[config.mk]
export PLATFORM = sky130hd
export DESIGN_NAME = riscv_dram_window_flat
export DESIGN_NICKNAME = d
export VERILOG_FILES = /design/src/rtl/riscv_axi_pkg.sv /design/src/rtl/riscv_dram_window_if.sv /design/src/rtl/riscv_dram_err_slave.sv /design/src/rtl/riscv_dram_window.sv /design/src/flat_wrapper.sv
export SDC_FILE = /design/constraint.sdc
export NUM_CORES = 1
export LEC_CHECK = 0
export CAP_MARGIN = 20
export CORE_AREA = 2 2 218 220
export CTS_BUF_LIST = sky130_fd_sc_hd__clkbuf_8
export DETAILED_ROUTE_END_ITERATION = 6
export DIE_AREA = 0 0 220 222
export HOLD_SLACK_MARGIN = 0.1
export PLACE_DENSITY_LB_ADDON = 0.08
export SYNTH_ARGS = -nofsm -noshare
export SYNTH_HDL_FRONTEND = slang
export SYNTH_SLANG_ARGS = --single-unit
[constraint.sdc]
create_clock -name axi_aclk -period 9.2 [get_ports axi_aclk]
set_input_delay 1.84 -clock axi_aclk [delete_from_list [all_inputs] [get_ports axi_aclk]]
set_output_delay 1.84 -clock axi_aclk [all_outputs]
set_load 0.05 [all_outputs]
[src/rtl/riscv_axi_pkg.sv]
// Shared AXI constants and error-FSM state types for the DRAM window bridge.
// Window base/size default here unless RISCV_DRAM_BASE / RISCV_DRAM_BITS come from the build.
`ifndef RISCV_DRAM_BASE
`define RISCV_DRAM_BASE 32'h1000_0000
`endif
`ifndef RISCV_DRAM_BITS
`define RISCV_DRAM_BITS 28
`endif

package riscv_axi_pkg;
  localparam logic [1:0] RESP_OKAY   = 2'b00;
  localparam logic [1:0] RESP_DECERR = 2'b11;
  localparam logic [1:0] BURST_INCR  = 2'b01;
  localparam logic [3:0] M_CACHE     = 4'b0011;
  localparam logic [2:0] M_PROT      = 3'b000;

  typedef enum logic [1:0] {W_IDLE, W_DRAIN, B_RESP} wr_state_t;
  typedef enum logic       {R_IDLE, R_ERR}           rd_state_t;
endpackage

[src/rtl/riscv_dram_window_if.sv]
// AXI4 bundle used on both sides of the DRAM window bridge.
// Attribute fields (lock/cache/prot/qos/region) are only carried by the master modport.
interface riscv_dram_window_if #(
  parameter int ID_WIDTH   = 5,
  parameter int ADDR_WIDTH = 32,
  parameter int DATA_WIDTH = 64
);
  logic [ID_WIDTH-1:0]     awid;
  logic [ADDR_WIDTH-1:0]   awaddr;
  logic [7:0]              awlen;
  logic [2:0]              awsize;
  logic [1:0]              awburst;
  logic                    awvalid, awready;
  logic                    awlock;
  logic [3:0]              awcache, awqos, awregion;
  logic [2:0]              awprot;

  logic [DATA_WIDTH-1:0]   wdata;
  logic [DATA_WIDTH/8-1:0] wstrb;
  logic                    wlast, wvalid, wready;

  logic [ID_WIDTH-1:0]     bid;
  logic [1:0]              bresp;
  logic                    bvalid, bready;

  logic [ID_WIDTH-1:0]     arid;
  logic [ADDR_WIDTH-1:0]   araddr;
  logic [7:0]              arlen;
  logic [2:0]              arsize;
  logic [1:0]              arburst;
  logic                    arvalid, arready;
  logic                    arlock;
  logic [3:0]              arcache, arqos, arregion;
  logic [2:0]              arprot;

  logic [ID_WIDTH-1:0]     rid;
  logic [DATA_WIDTH-1:0]   rdata;
  logic [1:0]              rresp;
  logic                    rlast, rvalid, rready;

  modport master (
    output awid, awaddr, awlen, awsize, awburst, awvalid,
           awlock, awcache, awprot, awqos, awregion,
    input  awready,
    output wdata, wstrb, wlast, wvalid,
    input  wready,
    input  bid, bresp, bvalid,
    output bready,
    output arid, araddr, arlen, arsize, arburst, arvalid,
           arlock, arcache, arprot, arqos, arregion,
    input  arready,
    input  rid, rdata, rresp, rlast, rvalid,
    output rready
  );

  modport slave (
    input  awid, awaddr, awlen, awsize, awburst, awvalid,
    output awready,
    input  wdata, wstrb, wlast, wvalid,
    output wready,
    output bid, bresp, bvalid,
    input  bready,
    input  arid, araddr, arlen, arsize, arburst, arvalid,
    output arready,
    output rid, rdata, rresp, rlast, rvalid,
    input  rready
  );
endinterface

[src/rtl/riscv_dram_err_slave.sv]
// Local DECERR responder: write FSM (drain W, answer B) and read FSM (emit len+1 error beats).
module riscv_dram_err_slave
  import riscv_axi_pkg::*;
#(
  parameter int ID_WIDTH = 5
) (
  input  logic                clk,
  input  logic                rst,
  input  logic                aw_err_valid,
  input  logic [ID_WIDTH-1:0] aw_id,
  input  logic                wr_quiet,
  output logic                aw_err_ready,
  input  logic                w_valid,
  input  logic                w_last,
  output logic                w_drain,
  input  logic                b_ready,
  output logic                b_err_valid,
  output logic [ID_WIDTH-1:0] b_err_id,
  input  logic                ar_err_valid,
  input  logic [ID_WIDTH-1:0] ar_id,
  input  logic [7:0]          ar_len,
  input  logic                rd_quiet,
  output logic                ar_err_ready,
  input  logic                r_ready,
  output logic                r_err_valid,
  output logic [ID_WIDTH-1:0] r_err_id,
  output logic                r_err_last,
  output logic                wr_idle,
  output logic                rd_idle
);
  wr_state_t           wr_state_q, wr_state_d;
  rd_state_t           rd_state_q, rd_state_d;
  logic [ID_WIDTH-1:0] wid_q, wid_d, rid_q, rid_d;
  logic [7:0]          len_q, len_d, beat_q, beat_d;

  assign wr_idle      = (wr_state_q == W_IDLE);
  assign rd_idle      = (rd_state_q == R_IDLE);
  assign aw_err_ready = wr_idle && wr_quiet;
  assign ar_err_ready = rd_idle && rd_quiet;
  assign w_drain      = (wr_state_q == W_DRAIN);
  assign b_err_valid  = (wr_state_q == B_RESP);
  assign b_err_id     = wid_q;
  assign r_err_valid  = (rd_state_q == R_ERR);
  assign r_err_id     = rid_q;
  assign r_err_last   = (beat_q == len_q);

  always_comb begin
    wr_state_d = wr_state_q;
    wid_d      = wid_q;
    unique case (wr_state_q)
      W_IDLE:  if (aw_err_valid && aw_err_ready) begin
                 wr_state_d = W_DRAIN;
                 wid_d      = aw_id;
               end
      W_DRAIN: if (w_valid && w_last) wr_state_d = B_RESP;
      B_RESP:  if (b_ready) wr_state_d = W_IDLE;
      default: wr_state_d = W_IDLE;
    endcase
  end

  // Beat counter only moves on accepted beats so the master can throttle rready.
  always_comb begin
    rd_state_d = rd_state_q;
    rid_d      = rid_q;
    len_d      = len_q;
    beat_d     = beat_q;
    unique case (rd_state_q)
      R_IDLE: if (ar_err_valid && ar_err_ready) begin
                rd_state_d = R_ERR;
                rid_d      = ar_id;
                len_d      = ar_len;
                beat_d     = '0;
              end
      R_ERR:  if (r_ready) begin
                if (beat_q == len_q) rd_state_d = R_IDLE;
                else                 beat_d     = beat_q + 8'd1;
              end
      default: rd_state_d = R_IDLE;
    endcase
  end

  always_ff @(posedge clk) begin
    if (rst) begin
      wr_state_q <= W_IDLE;
      wid_q      <= '0;
    end else begin
      wr_state_q <= wr_state_d;
      wid_q      <= wid_d;
    end
  end

  always_ff @(posedge clk) begin
    if (rst) begin
      rd_state_q <= R_IDLE;
      rid_q      <= '0;
      len_q      <= '0;
      beat_q     <= '0;
    end else begin
      rd_state_q <= rd_state_d;
      rid_q      <= rid_d;
      len_q      <= len_d;
      beat_q     <= beat_d;
    end
  end
endmodule

[src/rtl/riscv_dram_window.sv]
// AXI4 bridge from core m0 to the Zynq HP/DRAM port: relocates the window, bounds in-flight bursts,
// answers out-of-window bursts locally with DECERR. Optional error log: RISCV_DRAM_WINDOW_ERRLOG_EN.
module riscv_dram_window
  import riscv_axi_pkg::*;
#(
  parameter int                    ID_WIDTH        = 5,
  parameter int                    ADDR_WIDTH      = 32,
  parameter int                    DATA_WIDTH      = 64,
  parameter logic [ADDR_WIDTH-1:0] DRAM_BASE       = `RISCV_DRAM_BASE,
  parameter int                    DRAM_BITS       = `RISCV_DRAM_BITS,
  parameter int                    MAX_OUTSTANDING = 8
) (
  input  logic                  axi_aclk,
  input  logic                  axi_areset,
`ifdef RISCV_DRAM_WINDOW_ERRLOG_EN
  output logic                  err_valid,
  output logic [ADDR_WIDTH-1:0] err_addr,
  output logic                  err_is_write,
  input  logic                  err_clear,
`endif
  riscv_dram_window_if.slave    s_axi,
  riscv_dram_window_if.master   m_axi
);
  localparam int                    XW       = ADDR_WIDTH + 9;
  localparam logic [3:0]            MAX_C    = 4'(MAX_OUTSTANDING);
  localparam logic [ADDR_WIDTH-1:0] OFF_MASK = (ADDR_WIDTH'(1) << DRAM_BITS) - ADDR_WIDTH'(1);

  // Last byte is computed 9 bits wider than the address so a burst past the top cannot wrap.
  function automatic logic in_window(input logic [ADDR_WIDTH-1:0] addr,
                                     input logic [7:0] len, input logic [2:0] size);
    logic [XW-1:0] last;
    last = {9'd0, addr} + (XW'({1'b0, len} + 9'd1) << size) - XW'(1);
    return ((addr >> DRAM_BITS) == '0) && ((last >> DRAM_BITS) == '0);
  endfunction

  logic       run;
  logic [3:0] wr_cnt_q, wr_cnt_d, rd_cnt_q, rd_cnt_d, w_owed_q, w_owed_d;
  logic       aw_win, ar_win, wr_room, rd_room;
  logic       aw_err_valid, aw_err_ready, ar_err_valid, ar_err_ready;
  logic       w_drain, b_err_valid, r_err_valid, r_err_last, wr_idle, rd_idle;
  logic [ID_WIDTH-1:0] b_err_id, r_err_id;
  logic       wr_inc, wr_dec, rd_inc, rd_dec, ow_dec;

  assign run     = !axi_areset;
  assign aw_win  = in_window(s_axi.awaddr, s_axi.awlen, s_axi.awsize);
  assign ar_win  = in_window(s_axi.araddr, s_axi.arlen, s_axi.arsize);
  assign wr_room = (wr_cnt_q < MAX_C) && wr_idle;
  assign rd_room = (rd_cnt_q < MAX_C) && rd_idle;

  // Write address
  assign aw_err_valid    = run && s_axi.awvalid && !aw_win;
  assign m_axi.awvalid   = run && s_axi.awvalid && aw_win && wr_room;
  assign s_axi.awready   = run && (aw_win ? (wr_room && m_axi.awready) : aw_err_ready);
  assign m_axi.awid      = s_axi.awid;
  assign m_axi.awaddr    = DRAM_BASE | (s_axi.awaddr & OFF_MASK);
  assign m_axi.awlen     = s_axi.awlen;
  assign m_axi.awsize    = s_axi.awsize;
  assign m_axi.awburst   = s_axi.awburst;
  assign m_axi.awlock    = 1'b0;
  assign m_axi.awcache   = M_CACHE;
  assign m_axi.awprot    = M_PROT;
  assign m_axi.awqos     = 4'd0;
  assign m_axi.awregion  = 4'd0;

  // Write data flows only against an already-forwarded AW.
  assign m_axi.wvalid = run && s_axi.wvalid && (w_owed_q != '0);
  assign s_axi.wready = run && (w_drain || ((w_owed_q != '0) && m_axi.wready));
  assign m_axi.wdata  = s_axi.wdata;
  assign m_axi.wstrb  = s_axi.wstrb;
  assign m_axi.wlast  = s_axi.wlast;

  // Write response
  assign s_axi.bvalid = run && (b_err_valid || m_axi.bvalid);
  assign s_axi.bid    = b_err_valid ? b_err_id : m_axi.bid;
  assign s_axi.bresp  = b_err_valid ? RESP_DECERR : m_axi.bresp;
  assign m_axi.bready = run && !b_err_valid && s_axi.bready;

  // Read address
  assign ar_err_valid    = run && s_axi.arvalid && !ar_win;
  assign m_axi.arvalid   = run && s_axi.arvalid && ar_win && rd_room;
  assign s_axi.arready   = run && (ar_win ? (rd_room && m_axi.arready) : ar_err_ready);
  assign m_axi.arid      = s_axi.arid;
  assign m_axi.araddr    = DRAM_BASE | (s_axi.araddr & OFF_MASK);
  assign m_axi.arlen     = s_axi.arlen;
  assign m_axi.arsize    = s_axi.arsize;
  assign m_axi.arburst   = s_axi.arburst;
  assign m_axi.arlock    = 1'b0;
  assign m_axi.arcache   = M_CACHE;
  assign m_axi.arprot    = M_PROT;
  assign m_axi.arqos     = 4'd0;
  assign m_axi.arregion  = 4'd0;

  // Read data
  assign s_axi.rvalid = run && (r_err_valid || m_axi.rvalid);
  assign s_axi.rid    = r_err_valid ? r_err_id : m_axi.rid;
  assign s_axi.rdata  = r_err_valid ? '0 : m_axi.rdata;
  assign s_axi.rresp  = r_err_valid ? RESP_DECERR : m_axi.rresp;
  assign s_axi.rlast  = r_err_valid ? r_err_last : m_axi.rlast;
  assign m_axi.rready = run && !r_err_valid && s_axi.rready;

  assign wr_inc = m_axi.awvalid && m_axi.awready;
  assign wr_dec = m_axi.bvalid && m_axi.bready;
  assign rd_inc = m_axi.arvalid && m_axi.arready;
  assign rd_dec = m_axi.rvalid && m_axi.rready && m_axi.rlast;
  assign ow_dec = m_axi.wvalid && m_axi.wready && m_axi.wlast;

  always_comb begin
    wr_cnt_d = wr_cnt_q;
    rd_cnt_d = rd_cnt_q;
    w_owed_d = w_owed_q;
    if (wr_inc && !wr_dec) wr_cnt_d = wr_cnt_q + 4'd1;
    if (!wr_inc && wr_dec) wr_cnt_d = wr_cnt_q - 4'd1;
    if (rd_inc && !rd_dec) rd_cnt_d = rd_cnt_q + 4'd1;
    if (!rd_inc && rd_dec) rd_cnt_d = rd_cnt_q - 4'd1;
    if (wr_inc && !ow_dec) w_owed_d = w_owed_q + 4'd1;
    if (!wr_inc && ow_dec) w_owed_d = w_owed_q - 4'd1;
  end

  always_ff @(posedge axi_aclk) begin
    if (axi_areset) begin
      wr_cnt_q <= '0;
      rd_cnt_q <= '0;
      w_owed_q <= '0;
    end else begin
      wr_cnt_q <= wr_cnt_d;
      rd_cnt_q <= rd_cnt_d;
      w_owed_q <= w_owed_d;
    end
  end

  // Error bursts wait for an empty direction: keeps same-ID order and stops R interleave.
  riscv_dram_err_slave #(.ID_WIDTH(ID_WIDTH)) u_err (
    .clk          (axi_aclk),
    .rst          (axi_areset),
    .aw_err_valid (aw_err_valid),
    .aw_id        (s_axi.awid),
    .wr_quiet     ((wr_cnt_q == '0) && (w_owed_q == '0)),
    .aw_err_ready (aw_err_ready),
    .w_valid      (run && s_axi.wvalid),
    .w_last       (s_axi.wlast),
    .w_drain      (w_drain),
    .b_ready      (run && s_axi.bready),
    .b_err_valid  (b_err_valid),
    .b_err_id     (b_err_id),
    .ar_err_valid (ar_err_valid),
    .ar_id        (s_axi.arid),
    .ar_len       (s_axi.arlen),
    .rd_quiet     (rd_cnt_q == '0),
    .ar_err_ready (ar_err_ready),
    .r_ready      (run && s_axi.rready),
    .r_err_valid  (r_err_valid),
    .r_err_id     (r_err_id),
    .r_err_last   (r_err_last),
    .wr_idle      (wr_idle),
    .rd_idle      (rd_idle)
  );

`ifdef RISCV_DRAM_WINDOW_ERRLOG_EN
  logic                  err_valid_q, err_valid_d, err_is_write_q, err_is_write_d;
  logic [ADDR_WIDTH-1:0] err_addr_q, err_addr_d;

  // Sticky first-offender log; a write wins a same-cycle tie with a read.
  always_comb begin
    err_valid_d    = err_valid_q;
    err_addr_d     = err_addr_q;
    err_is_write_d = err_is_write_q;
    if (err_clear) begin
      err_valid_d = 1'b0;
    end else if (!err_valid_q && aw_err_valid && aw_err_ready) begin
      err_valid_d    = 1'b1;
      err_addr_d     = s_axi.awaddr;
      err_is_write_d = 1'b1;
    end else if (!err_valid_q && ar_err_valid && ar_err_ready) begin
      err_valid_d    = 1'b1;
      err_addr_d     = s_axi.araddr;
      err_is_write_d = 1'b0;
    end
  end

  always_ff @(posedge axi_aclk) begin
    if (axi_areset) begin
      err_valid_q    <= 1'b0;
      err_addr_q     <= '0;
      err_is_write_q <= 1'b0;
    end else begin
      err_valid_q    <= err_valid_d;
      err_addr_q     <= err_addr_d;
      err_is_write_q <= err_is_write_d;
    end
  end

  assign err_valid    = err_valid_q;
  assign err_addr     = err_addr_q;
  assign err_is_write = err_is_write_q;
`endif
endmodule

[src/flat_wrapper.sv]
// flat-port wrapper written by rule: the top's interface ports become plain ports
module riscv_dram_window_flat import riscv_axi_pkg::*;
#(
  parameter int                    ID_WIDTH        = 5,
  parameter int                    ADDR_WIDTH      = 32,
  parameter int                    DATA_WIDTH      = 64,
  parameter logic [ADDR_WIDTH-1:0] DRAM_BASE       = `RISCV_DRAM_BASE,
  parameter int                    DRAM_BITS       = `RISCV_DRAM_BITS,
  parameter int                    MAX_OUTSTANDING = 8
)
  (axi_aclk, axi_areset, s_axi_awid, s_axi_awaddr, s_axi_awlen, s_axi_awsize, s_axi_awburst, s_axi_awvalid, s_axi_awready, s_axi_wdata, s_axi_wstrb, s_axi_wlast, s_axi_wvalid, s_axi_wready, s_axi_bid, s_axi_bresp, s_axi_bvalid, s_axi_bready, s_axi_arid, s_axi_araddr, s_axi_arlen, s_axi_arsize, s_axi_arburst, s_axi_arvalid, s_axi_arready, s_axi_rid, s_axi_rdata, s_axi_rresp, s_axi_rlast, s_axi_rvalid, s_axi_rready, m_axi_awid, m_axi_awaddr, m_axi_awlen, m_axi_awsize, m_axi_awburst, m_axi_awvalid, m_axi_awlock, m_axi_awcache, m_axi_awprot, m_axi_awqos, m_axi_awregion, m_axi_awready, m_axi_wdata, m_axi_wstrb, m_axi_wlast, m_axi_wvalid, m_axi_wready, m_axi_bid, m_axi_bresp, m_axi_bvalid, m_axi_bready, m_axi_arid, m_axi_araddr, m_axi_arlen, m_axi_arsize, m_axi_arburst, m_axi_arvalid, m_axi_arlock, m_axi_arcache, m_axi_arprot, m_axi_arqos, m_axi_arregion, m_axi_arready, m_axi_rid, m_axi_rdata, m_axi_rresp, m_axi_rlast, m_axi_rvalid, m_axi_rready);
  riscv_dram_window_if #(.ID_WIDTH(ID_WIDTH), .ADDR_WIDTH(ADDR_WIDTH), .DATA_WIDTH(DATA_WIDTH)) s_axi_i ();
  riscv_dram_window_if #(.ID_WIDTH(ID_WIDTH), .ADDR_WIDTH(ADDR_WIDTH), .DATA_WIDTH(DATA_WIDTH)) m_axi_i ();
  input  logic axi_aclk;
  input  logic axi_areset;
  input wire logic [$bits(s_axi_i.awid)-1:0] s_axi_awid;
  input wire logic [$bits(s_axi_i.awaddr)-1:0] s_axi_awaddr;
  input wire logic [$bits(s_axi_i.awlen)-1:0] s_axi_awlen;
  input wire logic [$bits(s_axi_i.awsize)-1:0] s_axi_awsize;
  input wire logic [$bits(s_axi_i.awburst)-1:0] s_axi_awburst;
  input wire logic [$bits(s_axi_i.awvalid)-1:0] s_axi_awvalid;
  output wire logic [$bits(s_axi_i.awready)-1:0] s_axi_awready;
  input wire logic [$bits(s_axi_i.wdata)-1:0] s_axi_wdata;
  input wire logic [$bits(s_axi_i.wstrb)-1:0] s_axi_wstrb;
  input wire logic [$bits(s_axi_i.wlast)-1:0] s_axi_wlast;
  input wire logic [$bits(s_axi_i.wvalid)-1:0] s_axi_wvalid;
  output wire logic [$bits(s_axi_i.wready)-1:0] s_axi_wready;
  output wire logic [$bits(s_axi_i.bid)-1:0] s_axi_bid;
  output wire logic [$bits(s_axi_i.bresp)-1:0] s_axi_bresp;
  output wire logic [$bits(s_axi_i.bvalid)-1:0] s_axi_bvalid;
  input wire logic [$bits(s_axi_i.bready)-1:0] s_axi_bready;
  input wire logic [$bits(s_axi_i.arid)-1:0] s_axi_arid;
  input wire logic [$bits(s_axi_i.araddr)-1:0] s_axi_araddr;
  input wire logic [$bits(s_axi_i.arlen)-1:0] s_axi_arlen;
  input wire logic [$bits(s_axi_i.arsize)-1:0] s_axi_arsize;
  input wire logic [$bits(s_axi_i.arburst)-1:0] s_axi_arburst;
  input wire logic [$bits(s_axi_i.arvalid)-1:0] s_axi_arvalid;
  output wire logic [$bits(s_axi_i.arready)-1:0] s_axi_arready;
  output wire logic [$bits(s_axi_i.rid)-1:0] s_axi_rid;
  output wire logic [$bits(s_axi_i.rdata)-1:0] s_axi_rdata;
  output wire logic [$bits(s_axi_i.rresp)-1:0] s_axi_rresp;
  output wire logic [$bits(s_axi_i.rlast)-1:0] s_axi_rlast;
  output wire logic [$bits(s_axi_i.rvalid)-1:0] s_axi_rvalid;
  input wire logic [$bits(s_axi_i.rready)-1:0] s_axi_rready;
  output wire logic [$bits(m_axi_i.awid)-1:0] m_axi_awid;
  output wire logic [$bits(m_axi_i.awaddr)-1:0] m_axi_awaddr;
  output wire logic [$bits(m_axi_i.awlen)-1:0] m_axi_awlen;
  output wire logic [$bits(m_axi_i.awsize)-1:0] m_axi_awsize;
  output wire logic [$bits(m_axi_i.awburst)-1:0] m_axi_awburst;
  output wire logic [$bits(m_axi_i.awvalid)-1:0] m_axi_awvalid;
  output wire logic [$bits(m_axi_i.awlock)-1:0] m_axi_awlock;
  output wire logic [$bits(m_axi_i.awcache)-1:0] m_axi_awcache;
  output wire logic [$bits(m_axi_i.awprot)-1:0] m_axi_awprot;
  output wire logic [$bits(m_axi_i.awqos)-1:0] m_axi_awqos;
  output wire logic [$bits(m_axi_i.awregion)-1:0] m_axi_awregion;
  input wire logic [$bits(m_axi_i.awready)-1:0] m_axi_awready;
  output wire logic [$bits(m_axi_i.wdata)-1:0] m_axi_wdata;
  output wire logic [$bits(m_axi_i.wstrb)-1:0] m_axi_wstrb;
  output wire logic [$bits(m_axi_i.wlast)-1:0] m_axi_wlast;
  output wire logic [$bits(m_axi_i.wvalid)-1:0] m_axi_wvalid;
  input wire logic [$bits(m_axi_i.wready)-1:0] m_axi_wready;
  input wire logic [$bits(m_axi_i.bid)-1:0] m_axi_bid;
  input wire logic [$bits(m_axi_i.bresp)-1:0] m_axi_bresp;
  input wire logic [$bits(m_axi_i.bvalid)-1:0] m_axi_bvalid;
  output wire logic [$bits(m_axi_i.bready)-1:0] m_axi_bready;
  output wire logic [$bits(m_axi_i.arid)-1:0] m_axi_arid;
  output wire logic [$bits(m_axi_i.araddr)-1:0] m_axi_araddr;
  output wire logic [$bits(m_axi_i.arlen)-1:0] m_axi_arlen;
  output wire logic [$bits(m_axi_i.arsize)-1:0] m_axi_arsize;
  output wire logic [$bits(m_axi_i.arburst)-1:0] m_axi_arburst;
  output wire logic [$bits(m_axi_i.arvalid)-1:0] m_axi_arvalid;
  output wire logic [$bits(m_axi_i.arlock)-1:0] m_axi_arlock;
  output wire logic [$bits(m_axi_i.arcache)-1:0] m_axi_arcache;
  output wire logic [$bits(m_axi_i.arprot)-1:0] m_axi_arprot;
  output wire logic [$bits(m_axi_i.arqos)-1:0] m_axi_arqos;
  output wire logic [$bits(m_axi_i.arregion)-1:0] m_axi_arregion;
  input wire logic [$bits(m_axi_i.arready)-1:0] m_axi_arready;
  input wire logic [$bits(m_axi_i.rid)-1:0] m_axi_rid;
  input wire logic [$bits(m_axi_i.rdata)-1:0] m_axi_rdata;
  input wire logic [$bits(m_axi_i.rresp)-1:0] m_axi_rresp;
  input wire logic [$bits(m_axi_i.rlast)-1:0] m_axi_rlast;
  input wire logic [$bits(m_axi_i.rvalid)-1:0] m_axi_rvalid;
  output wire logic [$bits(m_axi_i.rready)-1:0] m_axi_rready;
  assign s_axi_i.awid = s_axi_awid;
  assign s_axi_i.awaddr = s_axi_awaddr;
  assign s_axi_i.awlen = s_axi_awlen;
  assign s_axi_i.awsize = s_axi_awsize;
  assign s_axi_i.awburst = s_axi_awburst;
  assign s_axi_i.awvalid = s_axi_awvalid;
  assign s_axi_awready = s_axi_i.awready;
  assign s_axi_i.wdata = s_axi_wdata;
  assign s_axi_i.wstrb = s_axi_wstrb;
  assign s_axi_i.wlast = s_axi_wlast;
  assign s_axi_i.wvalid = s_axi_wvalid;
  assign s_axi_wready = s_axi_i.wready;
  assign s_axi_bid = s_axi_i.bid;
  assign s_axi_bresp = s_axi_i.bresp;
  assign s_axi_bvalid = s_axi_i.bvalid;
  assign s_axi_i.bready = s_axi_bready;
  assign s_axi_i.arid = s_axi_arid;
  assign s_axi_i.araddr = s_axi_araddr;
  assign s_axi_i.arlen = s_axi_arlen;
  assign s_axi_i.arsize = s_axi_arsize;
  assign s_axi_i.arburst = s_axi_arburst;
  assign s_axi_i.arvalid = s_axi_arvalid;
  assign s_axi_arready = s_axi_i.arready;
  assign s_axi_rid = s_axi_i.rid;
  assign s_axi_rdata = s_axi_i.rdata;
  assign s_axi_rresp = s_axi_i.rresp;
  assign s_axi_rlast = s_axi_i.rlast;
  assign s_axi_rvalid = s_axi_i.rvalid;
  assign s_axi_i.rready = s_axi_rready;
  assign m_axi_awid = m_axi_i.awid;
  assign m_axi_awaddr = m_axi_i.awaddr;
  assign m_axi_awlen = m_axi_i.awlen;
  assign m_axi_awsize = m_axi_i.awsize;
  assign m_axi_awburst = m_axi_i.awburst;
  assign m_axi_awvalid = m_axi_i.awvalid;
  assign m_axi_awlock = m_axi_i.awlock;
  assign m_axi_awcache = m_axi_i.awcache;
  assign m_axi_awprot = m_axi_i.awprot;
  assign m_axi_awqos = m_axi_i.awqos;
  assign m_axi_awregion = m_axi_i.awregion;
  assign m_axi_i.awready = m_axi_awready;
  assign m_axi_wdata = m_axi_i.wdata;
  assign m_axi_wstrb = m_axi_i.wstrb;
  assign m_axi_wlast = m_axi_i.wlast;
  assign m_axi_wvalid = m_axi_i.wvalid;
  assign m_axi_i.wready = m_axi_wready;
  assign m_axi_i.bid = m_axi_bid;
  assign m_axi_i.bresp = m_axi_bresp;
  assign m_axi_i.bvalid = m_axi_bvalid;
  assign m_axi_bready = m_axi_i.bready;
  assign m_axi_arid = m_axi_i.arid;
  assign m_axi_araddr = m_axi_i.araddr;
  assign m_axi_arlen = m_axi_i.arlen;
  assign m_axi_arsize = m_axi_i.arsize;
  assign m_axi_arburst = m_axi_i.arburst;
  assign m_axi_arvalid = m_axi_i.arvalid;
  assign m_axi_arlock = m_axi_i.arlock;
  assign m_axi_arcache = m_axi_i.arcache;
  assign m_axi_arprot = m_axi_i.arprot;
  assign m_axi_arqos = m_axi_i.arqos;
  assign m_axi_arregion = m_axi_i.arregion;
  assign m_axi_i.arready = m_axi_arready;
  assign m_axi_i.rid = m_axi_rid;
  assign m_axi_i.rdata = m_axi_rdata;
  assign m_axi_i.rresp = m_axi_rresp;
  assign m_axi_i.rlast = m_axi_rlast;
  assign m_axi_i.rvalid = m_axi_rvalid;
  assign m_axi_rready = m_axi_i.rready;
  riscv_dram_window #(.ID_WIDTH(ID_WIDTH), .ADDR_WIDTH(ADDR_WIDTH), .DATA_WIDTH(DATA_WIDTH), .DRAM_BASE(DRAM_BASE), .DRAM_BITS(DRAM_BITS), .MAX_OUTSTANDING(MAX_OUTSTANDING)) u_core (.axi_aclk(axi_aclk), .axi_areset(axi_areset), .s_axi(s_axi_i), .m_axi(m_axi_i));
endmodule
Word level (Yosys, flattened, before mapping)
Index checks and enable logic that the tools add are counted.
- bits in registers: 41
- output and inout port bits: 294
- word-level logic and storage cells: 138
- $add $sub $neg: 13
- $lt $le $gt $ge: 2
- equal/unequal tests: 9
- shift operators: 2
- muxes and demuxes: 26
- bitwise operators: 1
- reductions and logical operators: 76
- operators by type and width (cell ; number):
    adder 32 x 41 -> 41 bit ; 2
    zero test 41 bit ; 2
    << shifter 41 x 3 -> 41 bit ; 2
    subtractor 41 x 1 -> 41 bit, second input constant ; 2
    zero test 32 bit ; 2
    two-way mux 64 bit ; 1
    logical AND 1 bit ; 47
    two-way mux 4 bit ; 6
    two-way mux 8 bit ; 3
    adder 8 x 1 -> 9 bit, second input constant ; 2
    case mux 8 bit (2 select lines) ; 1
    adder 4 x 1 -> 4 bit, second input constant ; 3
    zero test 4 bit ; 3
    subtractor 4 x 1 -> 4 bit, second input constant ; 3
    zero test 1 bit ; 10
    two-way mux 2 bit ; 5
    two-way mux 5 bit ; 2
    != test 2 bit, second input constant ; 5
    adder 8 x 1 -> 8 bit, second input constant ; 1
    == test 8 bit ; 1
    < comparator 4 bit, second input constant ; 2
    two-way mux 1 bit ; 6
    case mux 2 bit (3 select lines) ; 1
    AND reduction 3 bit ; 2
    other kinds (10) ; 15

Depth between registers and ports, before layout
- word-level depth: 12
- gate-level depth with buffers: 30
- mapped depth without buffers: 29

Cells and area by module
A second synthesis with hierarchy kept.
- cell total of the unflattened synthesis: 1265
- area total of the unflattened synthesis: 8808.4 µm²
- modules (own cells, without submodules) (module ; instances ; cells an instance ; area an instance (µm²) ; seq. area each (µm²)):
    riscv_dram_window ; 1 ; 1110 ; 7532.2 ; 240.2
    riscv_dram_err_slave ; 1 ; 155 ; 1276.2 ; 580.6

Least setup slack after synthesis
No wires, ideal clock.
- path kind: input-to-output
- from: in s_axi_arlen[2]
- to: out s_axi_arready
- data arrival time: 6.210 ns
- data required time: 7.360 ns
- path slack: 1.150 ns
- stages: 23
- path through: clkbuf_1 nand3_1 nor2_1 a21oi_1 o21ai_0 o31ai_1 mux2_2 nor2_1 a21oi_1 ha_1 inv_1 ha_1 o21a_1 nor2_1 o31ai_1 o211a_1 or3_2 a22oi_1 and4_1 buf_6 buf_8 nand2_1 a21boi_1
- longest elaborated chain between the ends: 8
- ends and longest elaborated chain (what ; RTL line ; source):
    start: declaration ; flat_wrapper.sv:34 ; input wire logic [$bits(s_axi_i.arlen)-1:0] s_axi_arlen;
    adder 8 x 1 -> 9 bit ; riscv_dram_window.sv:32 ; last = {9'd0, addr} + (XW'({1'b0, len} + 9'd1) << size) - XW'(1);
    << shifter 41 x 3 -> 41 bit ; riscv_dram_window.sv:32 ;
    adder 32 x 41 -> 41 bit ; riscv_dram_window.sv:32 ;
    subtractor 41 x 1 -> 41 bit ; riscv_dram_window.sv:32 ;
    zero test 41 bit ; riscv_dram_window.sv:33 ; return ((addr >> DRAM_BITS) == '0) && ((last >> DRAM_BITS) == '0);
    logical AND 1 bit ; riscv_dram_window.sv:33 ;
    two-way mux 1 bit ; riscv_dram_window.sv:81 ; assign s_axi.arready = run && (ar_win ? (rd_room && m_axi.arready) : ar_err_ready);
    logical AND 1 bit ; riscv_dram_window.sv:81 ;
    end: declaration ; flat_wrapper.sv:38 ; output wire logic [$bits(s_axi_i.arready)-1:0] s_axi_arready;
Every way passes these cells.

Worst setup path after layout
- from: in s_axi_awlen[0]
- to: out s_axi_awready
- longest elaborated chain between the ends: 8
- ends and longest elaborated chain (what ; RTL line ; source):
    start: declaration ; flat_wrapper.sv:18 ; input wire logic [$bits(s_axi_i.awlen)-1:0] s_axi_awlen;
    adder 8 x 1 -> 9 bit ; riscv_dram_window.sv:32 ;
    << shifter 41 x 3 -> 41 bit ; riscv_dram_window.sv:32 ;
    adder 32 x 41 -> 41 bit ; riscv_dram_window.sv:32 ;
    subtractor 41 x 1 -> 41 bit ; riscv_dram_window.sv:32 ;
    zero test 41 bit ; riscv_dram_window.sv:33 ;
    logical AND 1 bit ; riscv_dram_window.sv:33 ;
    two-way mux 1 bit ; riscv_dram_window.sv:53 ; assign s_axi.awready = run && (aw_win ? (wr_room && m_axi.awready) : aw_err_ready);
    logical AND 1 bit ; riscv_dram_window.sv:53 ;
    end: declaration ; flat_wrapper.sv:22 ; output wire logic [$bits(s_axi_i.awready)-1:0] s_axi_awready;
Every way passes these cells.

==> run summary <==
status: completed
clock network latency to the later pin of the worst-skew pair: 0.31 ns
I/O pin count: 558
post-synthesis share of cell area spent on xor and xnor gates: 2.58%
arrival time of data at the critical path endpoint: 6.91 ns
ratio of final minimum period to clock period: 95.1%
Chip Height: 222 µm
pin count of the biggest net entering global routing: 75
clock-pin slew on the worst setup and hold paths: 0.09 ns
worst hold-check slack: 0.480 ns
share of the yosys chip area belonging to registers: 8.97%
area share of fa/ha/maj cells after synthesis: 15.4%
HPWL after detailed placement: 27100 µm
number of diodes added for antenna fixing: 0
library cells used by synthesis: 88
TritonCTS clock tree: yes
startpoint type of the worst setup path: input pin
clock root buffer: sky130_fd_sc_hd__clkbuf_8
Post-route DRC: 0
area of the die: 48800 µm²
CORE AREA: 46300 µm²
Setup Buffers After CTS: 0
RSZ-0062 raised after global routing: false
initial antenna violation count: 0
hold-fix buffer count after cts: 0
overflow left after global routing: 0
number of clock sinks: 41
Fin. Hold Viols: 0
compound-cell area share of the yosys netlist: 21.7%
fraction of final layout cells sized beyond drive strength 1: 5.89%
actual transition at the worst max-transition pin: 0.876 ns
required time worst endpoint: 7.36 ns
setup-violating endpoint count in the final report: 0
All-Layer GR Usage: 12.2%
Slew headroom: 41.5%
delay contributed by the slowest stage of the critical path: 0.61 ns
Max H-tree Level: 2
clock buffer count from CTS: 5
drt via density: 4.31
predominant post-synthesis flop cell: sky130_fd_sc_hd__dfxtp_1
worst ir drop on vdd: 0.0000576 V
crit-path leading delay family: compound AO/OA/AOI/OAI gates
critical path capture point type: primary output
number of flip-flops and latches in the synthesized netlist: 41
simple-gate share of the synthesized area: 22.0%
number of gates given a new drive strength after cts: 0
post-synthesis average cell area: 7.13 µm²
Post-Syn Area: 9160 µm²
I/O Buffers: 365
share of cell area taken by muxes after synthesis: 3.62%
post-synthesis async set-or-reset flop share: 0%
gpl congestion: 0.746
number of buffers between clock root and the deepest sink: 2
cells along the critical path: clkdlybuf4s50_1 -> ha_1 -> nand3_1 -> a21oi_1 -> nor2_1 -> a211oi_1 -> nor2_1 -> a21oi_1 -> o21ai_0 -> ha_1 -> inv_1 -> ha_1 -> and3_1 -> and3_1 -> a41oi_2 -> nand3_1 -> a2111oi_2 -> xor2_1 -> and4_1 -> nor3_1 -> a41o_1 -> buf_12
violation count after the first detailed-route iteration: 295
global-route wire length before repair: 48500 µm
CP max stage cell: sky130_fd_sc_hd__clkdlybuf4s50_1
final critical delay including setup and external delays: 8.75 ns
number of standard cells after synthesis: 1284
Post-Route Setup TNS: 0 ns
vias in the first global route: 8854
remaining number of nets flagged by the antenna check after routing: 0
power consumption: 0.00120 W
initial standard-cell utilization of the core: 19.8%
layout net count: 1833
count of vias placed by the detailed router: 8911
number of flops mapped to enable cells by yosys: 0
Critical Path Most Common Cell: sky130_fd_sc_hd__ha_1
worst path bufs/invs: 3
length of the first detailed-routing pass in iterations: 4
Min-Delay Path Class: flip-flop to flip-flop
worst setup skew after layout: 0.0150 ns
Fmax achieved: 114 MHz
Ys Warns: 0
Row Count: 79
Routed wire per std cell: 15.2 µm
Total Routed Length: 31500 µm
Worst Path Max Fanout: 10
P per Cell Area: 98.0 nW/µm²
Max-Cap Viols: 0
Critical Setup Path Class: input pin to primary output
leakage power figure: 5.17 nW
signed area change from the synthesized netlist to the final layout: 33.6%
Die Span X: 220 µm
Final Max Slew Viols: 0
dominant combinational cell family by area after synthesis: buffers and inverters
## stage by stage
stage / util, % / cell area, µm² / std cells / worst slack, ns
after floorplan: - / 9300 / 1322 / 1.15
after global placement: 26.1 / 12100 / 2058 / 0.436
after detailed placement: 26.1 / 12100 / 2058 / 0.430
after CTS: 26.4 / 12200 / 2066 / 0.420
after global routing: 26.4 / 12200 / 2066 / 0.00511
final: 26.4 / 12200 / 2066 / 0.450
## synth_stat cells (6+ instances only)
cell type	count	area (µm²)
sky130_fd_sc_hd__a211o_1	6	52.6
sky130_fd_sc_hd__a211oi_1	6	45.0
sky130_fd_sc_hd__a21o_1	11	82.6
sky130_fd_sc_hd__a21oi_1	94	470
sky130_fd_sc_hd__a22oi_1	6	45.0
sky130_fd_sc_hd__a31oi_1	15	93.8
sky130_fd_sc_hd__and3_1	12	75.1
sky130_fd_sc_hd__and4_1	7	61.3
sky130_fd_sc_hd__buf_2	6	30.0
sky130_fd_sc_hd__buf_4	206	1550
sky130_fd_sc_hd__clkbuf_1	33	124
sky130_fd_sc_hd__dfxtp_1	41	821
sky130_fd_sc_hd__ha_1	108	1350
sky130_fd_sc_hd__inv_1	151	567
sky130_fd_sc_hd__mux2_2	16	180
sky130_fd_sc_hd__mux2i_1	14	140
sky130_fd_sc_hd__nand2_1	67	251
sky130_fd_sc_hd__nand2b_1	13	81.3
sky130_fd_sc_hd__nand3_1	36	180
sky130_fd_sc_hd__nand4_1	18	113
sky130_fd_sc_hd__nor2_1	58	218
sky130_fd_sc_hd__nor2b_1	74	463
sky130_fd_sc_hd__nor3_1	23	115
sky130_fd_sc_hd__nor4_1	11	68.8
sky130_fd_sc_hd__o211ai_1	10	75.1
sky130_fd_sc_hd__o21a_1	10	75.1
sky130_fd_sc_hd__o21ai_0	62	310
sky130_fd_sc_hd__o21ai_1	10	50.1
sky130_fd_sc_hd__o31ai_1	10	75.1
sky130_fd_sc_hd__or2_2	8	50.1
sky130_fd_sc_hd__or3_1	16	100
sky130_fd_sc_hd__xnor2_1	6	52.6
sky130_fd_sc_hd__xor2_1	21	184
## routing by layer
metal  part of all wire, %  track usage, %  vias up
li1                      -               -     4578
met1                    45            15.4     3986
met2                    47            21.4      297
met3                   6.6            1.92       48
met4                   2.0            3.23        2
met5                  0.10           0.505        -
## path summary, 6_finish.rpt
check | to | cells past startpoint | startpoint | slack (ns)
worst max-delay path | s_axi_awready | 22 | s_axi_awlen[0] | 0.45
worst max register to register | u_core.rd_cnt_q[3]$_SDFFE_PP0P_ | 10 | u_core.u_err.r_err_valid$_SDFF_PP0_ | 6.19
worst min-delay path | u_core.u_err.b_err_id[1]$_SDFFE_PP0P_ | 2 | u_core.u_err.b_err_id[1]$_SDFFE_PP0P_ | 0.48
worst min register to register | u_core.u_err.b_err_id[1]$_SDFFE_PP0P_ | 2 | u_core.u_err.b_err_id[1]$_SDFFE_PP0P_ | 0.48
## cells in the final DEF, fill, tap and decap left out, types with 15 or more instances in the layout
cell	count
sky130_fd_sc_hd__a31oi_1	15
sky130_fd_sc_hd__a21oi_1	94
sky130_fd_sc_hd__or3_1	16
sky130_fd_sc_hd__nor2_1	58
sky130_fd_sc_hd__o21ai_0	62
sky130_fd_sc_hd__xor2_1	21
sky130_fd_sc_hd__mux2_2	16
sky130_fd_sc_hd__nand2_1	67
sky130_fd_sc_hd__nor3_1	23
sky130_fd_sc_hd__ha_1	108
sky130_fd_sc_hd__nor2b_1	74
sky130_fd_sc_hd__inv_1	151
sky130_fd_sc_hd__clkdlybuf4s50_1	360
sky130_fd_sc_hd__nand3_1	36
sky130_fd_sc_hd__nand4_1	18
sky130_fd_sc_hd__conb_1	40
sky130_fd_sc_hd__buf_4	16
sky130_fd_sc_hd__dfxtp_1	40
## registers in the layout, summed over array words and instances, names as in the netlist
register and cells:
u_core.rd_cnt_q 4, u_core.u_err.r_err_valid 1, u_core.wr_cnt_q 4, u_core.u_err.beat_q 8, u_core.u_err.r_err_id 5, u_core.u_err.b_err_id 5
u_core.u_err.len_q 8, u_core.w_owed_q 4, u_core.u_err.wr_state_q 2
## cell families after synthesis
logic type               after synthesis
buffers and inverters                403
AO/OA/AOI/OAI                        300
adder cells (fa/ha/maj)              111
other                                  2
AND/OR/NAND/NOR                      369
multiplexers                          31
XOR/XNOR                              27
flip-flops                            41
## tightest hold or removal path: stages (launching register included)
cell and delay, ns:
sky130_fd_sc_hd__dfxtp_1 0.31, sky130_fd_sc_hd__o21ai_0 0.06, sky130_fd_sc_hd__a21oi_1 0.06
## cell type report
cell class	instances	area, µm²
inverters	151	567
clock inverters	3	68.8
flip-flops and latches	41	822
clock buffers	5	68.8
well taps	607	759
multi-input cells	878	6130
repair buffers	381	3810
fillers	5152	34000
## power breakdown
group	total [W]	switching, W	leakage [nW]	internal [W]
clock	0.000184	0.0000741	0.0687	0.000109
sequential	0.000189	0.00000514	0.333	0.000184
combinational	0.000826	0.000512	4.77	0.000314
(Power assumes the default switching activity.)
